[src/rtl/booth_cs_accum_if.sv]
// booth_cs_accum_if: operand/result handshake bundle for the radix-4 Booth carry-save multiplier
// master: drives in_valid, A, B, out_ready; slave: drives in_ready, out_valid, SumVec, CarryVec
interface booth_cs_accum_if #(parameter int N = 32);
    logic           in_valid;
    logic           in_ready;
    logic [N-1:0]   A;
    logic [N-1:0]   B;
    logic           out_valid;
    logic           out_ready;
    logic [2*N-1:0] SumVec;
    logic [2*N-1:0] CarryVec;
    modport master(output in_valid, A, B, out_ready, input in_ready, out_valid, SumVec, CarryVec);
    modport slave(input in_valid, A, B, out_ready, output in_ready, out_valid, SumVec, CarryVec);
endinterface

[src/rtl/booth_cs_accum.sv]
// booth_cs_accum: sequential radix-4 Booth multiplier leaving A*B in carry-save form (SumVec+CarryVec)
// clk, rst (async active-high); bus: in_valid/in_ready/A/B in, out_valid/out_ready/SumVec/CarryVec out
module booth_cs_accum #(
    parameter int N = 32
) (
    input  logic                 clk,
    input  logic                 rst,
    booth_cs_accum_if.slave      bus
);
    localparam int CW = $clog2(N / 2) + 1;
    localparam logic [CW-1:0] LAST = CW'(N / 2 - 1);
    typedef enum logic [1:0] {IDLE, RUN, DONE} state_t;
    state_t         state_q;
    logic           in_ready_q, out_valid_q;
    logic [N-1:0]   a_q, b_q;
    logic [2*N-1:0] s_q, c_q, s_d, c_d;
    logic [CW-1:0]  cnt_q;
    logic [N:0]     b_ext;
    logic [2:0]     trip;
    logic [2*N-1:0] a_ext, mag, pp;
    always_comb begin
        // B[-1] = 0 appended below bit 0 so each digit is a 3-bit window at 2*cnt
        b_ext = {b_q, 1'b0};
        trip  = b_ext[{cnt_q, 1'b0} +: 3];
        a_ext = {{N{a_q[N-1]}}, a_q};
        mag   = (trip == 3'b000 || trip == 3'b111) ? '0 :
                (trip == 3'b011 || trip == 3'b100) ? a_ext << 1 : a_ext;
        pp    = (trip[2] ? -mag : mag) << {cnt_q, 1'b0};
        s_d   = s_q ^ c_q ^ pp;
        c_d   = ((s_q & c_q) | (s_q & pp) | (c_q & pp)) << 1;
    end
    always_ff @(posedge clk or posedge rst) begin
        if (rst) begin
            state_q     <= IDLE;
            in_ready_q  <= 1'b1;
            out_valid_q <= 1'b0;
            a_q         <= '0;
            b_q         <= '0;
            s_q         <= '0;
            c_q         <= '0;
            cnt_q       <= '0;
        end else begin
            case (state_q)
                IDLE: if (bus.in_valid) begin
                    a_q        <= bus.A;
                    b_q        <= bus.B;
                    s_q        <= '0;
                    c_q        <= '0;
                    cnt_q      <= '0;
                    in_ready_q <= 1'b0;
                    state_q    <= RUN;
                end
                RUN: begin
                    s_q   <= s_d;
                    c_q   <= c_d;
                    cnt_q <= cnt_q + CW'(1);
                    if (cnt_q == LAST) begin
                        out_valid_q <= 1'b1;
                        state_q     <= DONE;
                    end
                end
                DONE: if (bus.out_ready) begin
                    out_valid_q <= 1'b0;
                    in_ready_q  <= 1'b1;
                    state_q     <= IDLE;
                end
                default: state_q <= IDLE;
            endcase
        end
    end
    assign bus.in_ready  = in_ready_q;
    assign bus.out_valid = out_valid_q;
    assign bus.SumVec    = s_q;
    assign bus.CarryVec  = c_q;
endmodule

[src/flat_wrapper.sv]
// flat-port wrapper written by rule: the top's interface ports become plain ports
module booth_cs_accum_flat 
#(
    parameter int N = 32
)
  (clk, rst, bus_in_valid, bus_A, bus_B, bus_out_ready, bus_in_ready, bus_out_valid, bus_SumVec, bus_CarryVec);
  booth_cs_accum_if #(.N(N)) bus_i ();
  input  logic clk;
  input  logic rst;
  input wire logic [$bits(bus_i.in_valid)-1:0] bus_in_valid;
  input wire logic [$bits(bus_i.A)-1:0] bus_A;
  input wire logic [$bits(bus_i.B)-1:0] bus_B;
  input wire logic [$bits(bus_i.out_ready)-1:0] bus_out_ready;
  output wire logic [$bits(bus_i.in_ready)-1:0] bus_in_ready;
  output wire logic [$bits(bus_i.out_valid)-1:0] bus_out_valid;
  output wire logic [$bits(bus_i.SumVec)-1:0] bus_SumVec;
  output wire logic [$bits(bus_i.CarryVec)-1:0] bus_CarryVec;
  assign bus_i.in_valid = bus_in_valid;
  assign bus_i.A = bus_A;
  assign bus_i.B = bus_B;
  assign bus_i.out_ready = bus_out_ready;
  assign bus_in_ready = bus_i.in_ready;
  assign bus_out_valid = bus_i.out_valid;
  assign bus_SumVec = bus_i.SumVec;
  assign bus_CarryVec = bus_i.CarryVec;
  booth_cs_accum #(.N(N)) u_core (.clk(clk), .rst(rst), .bus(bus_i));
endmodule
[config.mk]
export PLATFORM = sky130hd
export DESIGN_NAME = booth_cs_accum_flat
export DESIGN_NICKNAME = d
export VERILOG_FILES = /design/src/rtl/booth_cs_accum_if.sv /design/src/rtl/booth_cs_accum.sv /design/src/flat_wrapper.sv
export SDC_FILE = /design/constraint.sdc
export NUM_CORES = 1
export LEC_CHECK = 0
export ABC_AREA = 1
export BUFFER_PORTS_ARGS = -buffer_cell sky130_fd_sc_hd__buf_2
export CAP_MARGIN = 5
export CORE_AREA = 4 4 158 160
export DETAILED_ROUTE_END_ITERATION = 8
export DIE_AREA = 0 0 162 164
export GPL_TIMING_DRIVEN = 1
export PLACE_DENSITY = 0.81
export SLEW_MARGIN = 20
export SYNTH_ARGS = -nofsm -noshare
export SYNTH_HDL_FRONTEND = slang
export SYNTH_SLANG_ARGS = --single-unit
export TNS_END_PERCENT = 50
[constraint.sdc]
create_clock -name clk -period 6.9 [get_ports clk]
set_clock_uncertainty 0.15 [all_clocks]
set_input_delay 0.69 -clock clk [delete_from_list [all_inputs] [get_ports clk]]
set_output_delay 0.69 -clock clk [all_outputs]
set_load 0.05 [all_outputs]
==> impl_metrics.json <==
{
  "status": "finished, final reports clean",
  "antenna_left": 0,
  "dr_total_vias": 13000,
  "multi_input_area_um2": 7270,
  "antenna_found_initial": 0,
  "nets": 2098,
  "core_area_um2": 23400,
  "grtUsageTotal_pct": 30.3,
  "ys_seq_elements": 200,
  "yosysTopAreaCell": "dfrtp_1",
  "cts_hold_buf": 0,
  "setup_slack_ps": 1300,
  "layout_commonest_cell": "nand2_1",
  "synthToLayoutAreaGrowth_pct": 11.6,
  "clkSlewWorstSetupHoldPaths_ps": 80,
  "synth_seq_area_share_pct": 36.5,
  "synthCells": 1848,
  "synth_nets": 1982,
  "setup_tns_ps": 0,
  "relSlewSlack_pct": 26.3,
  "worst_ep_required_time_ps": 7020,
  "num_antenna_cells": 0,
  "htreeDepth": 4,
  "place.gp.congestion": 0.940,
  "cts_num_sinks": 200,
  "synth-edff-count": 0,
  "syn_avg_cell_area_um2": 7.43,
  "dpl.hpwl_um": 29100,
  "cp_slowest_cell": "inv_2",
  "synthArstFlopShare_pct": 100,
  "cp.arrival_ps": 5720,
  "crit_type": "register to register",
  "seq_area_um2": 5010,
  "synth_top_cell_area_share_pct": 36.3,
  "numCtsBuffers": 17,
  "min_path_type": "input pin to asynchronous set/reset pin",
  "dieArea_um2": 26600,
  "drc_errors": 0,
  "post_cts_buffers": 0,
  "grt_pass1_vias": 12700,
  "rsz0062_at_grt": "no",
  "port_buffers": 196,
  "fillers": 2076,
  "cts.path.max_buffers": 2,
  "finalCritPeriodShare_pct": 81.1,
  "wl_um": 39900,
  "pre_cts_ws_ps": 1460,
  "routedWlPerCell_um": 17.4,
  "drt_iter0_drc": 1293,
  "viasPerCell": 5.68,
  "gr-total-overflow": 0,
  "drv_cap": 0,
  "hold_viol_final": 0,
  "drv_slew": 0,
  "max_stage_delay_ps": 650,
  "row_count": 56,
  "io_pins": 198,
  "cts_resized": 0,
  "die_w_um": 162,
  "tritoncts": "done",
  "fmax_mhz": 179,
  "die_y_um": 164,
  "dr.pass1.iters": 7,
  "min_period_ps": 5600,
  "clock_latency_ps": 450,
  "drive_gt1_share_pct": 16.5,
  "final-setup-viol-count": 0,
  "grt_start_max_net_pins": 124,
  "synth_cell_types": 46,
  "grt_first_pass_wirelength_um": 64800,
  "crit_fanout": 48,
  "cts-root-buf": "clkbuf_16",
  "ys.flop_type": "dfrtp_1",
  "synth.area.top_cells": "dfrtp_1, nand2_1, nand3_1, fa_1, inv_1",
  "syn_area_um2": 13700,
  "layout_common_cells": "nand2_1, nand3_1, inv_1",
  "worst-slew-pin-transition_ps": 1100,
  "cp-start-kind": "register",
  "yosys_warnings": 0,
  "cp_common_cell": "nand2_1",
  "crit_path_end_kind": "register",
  "start_util_pct": 58.6
}
worst paths after layout:
check,start,endpoint,slack [ps],depth (start not counted)
worst max-delay path,u_core.cnt_q[1]$_DFFE_PP0P_,u_core.bus.SumVec[36]$_DFFE_PP0P_,1300,30
max in group asynchronous,rst,u_core.bus.CarryVec[62]$_DFFE_PP0P_,4760,3
worst max register to register,u_core.cnt_q[1]$_DFFE_PP0P_,u_core.bus.SumVec[36]$_DFFE_PP0P_,1300,30
worst min-delay path,rst,u_core.bus.SumVec[6]$_DFFE_PP0P_,250,2
min in group clk,bus_B[24],u_core.b_q[24]$_DFFE_PP0P_,300,3
worst min register to register,u_core.b_q[8]$_DFFE_PP0P_,u_core.b_q[8]$_DFFE_PP0P_,340,2
cell usage after synthesis (2+ instances only):
library cell,n
nand3_2,24
buf_1,16
buf_6,5
a21oi_1,8
buf_2,37
xnor2_1,2
o22ai_1,121
clkinv_1,3
nor2_2,7
o211ai_1,3
nand3_1,311
nand4_2,2
nor3_1,4
inv_2,10
dfrtp_1,199
inv_1,228
o21ai_2,2
nor2_1,58
nand3b_1,7
o21ai_0,77
buf_4,5
nand3_4,4
clkbuf_1,52
a22o_1,5
ha_1,4
fa_1,62
nor2_4,7
or2_1,4
nand2_2,14
xor2_1,7
o21bai_1,3
nand2_1,525
nand4_1,8
o21ai_1,11
nor2_8,2
flip-flops by register name (all words and copies together), names as in the netlist:
signal                flops
u_core.b_q               32
u_core.bus.out_valid      1
u_core.cnt_q              5
u_core.state_q            2
u_core.a_q               32
u_core.bus.SumVec        64
u_core.bus.CarryVec      63
u_core.bus.in_ready       1
cell families (layout without fill, tap and decap cells):
family | count (synthesis) | count (layout) | synth area share [%]
XOR/XNOR | 9 | 9 | 0.574
flip-flops | 200 | 200 | 36.5
AND/OR/NAND/NOR | 981 | 981 | 32.9
buffers and inverters | 358 | 487 | 10.6
multiplexers | 1 | 1 | 0.0729
AO/OA/AOI/OAI | 232 | 232 | 9.89
adder cells (fa/ha/maj) | 66 | 66 | 9.41
other | 1 | 1 | 0.0273
layout make-up:
type | instances | area share [%]
Clock buffer | 18 | 2.80
Inverter | 242 | 6.01
Tap cell | 319 | 2.61
Sequential cell | 200 | 32.7
Clock inverter | 14 | 1.14
Multi-Input combinational cell | 1290 | 47.5
Timing Repair Buffer | 213 | 7.24
stage by stage:
step	std cells	utilization [%]	hold WS, ps	area [µm²]
detailed placement	2264	62.8	317	14700
finish	2296	65.4	248	15300
global route	2296	65.4	288	15300
floorplan	1848	-	292	13700
CTS	2296	65.4	278	15300
global placement	2264	62.8	309	14700
per-layer routing:
layer | GRT usage, % | wire length (µm)
met1 | 42.4 | 16900
met2 | 48.9 | 18800
met3 | 5.19 | 3080
met4 | 9.65 | 1080
met5 | 0 | 0
worst max-delay path: cells and delay by family (launching register included):
family | cells | cell delay (ps)
simple gates | 22 | 2860
buf+inv | 5 | 1150
fa+ha+maj | 2 | 760
flops | 1 | 390
compound gates | 1 | 90
Power is left out: the tool's default activity adds up to more than one toggle a clock period on the data nets, which glitch-free logic cannot reach.
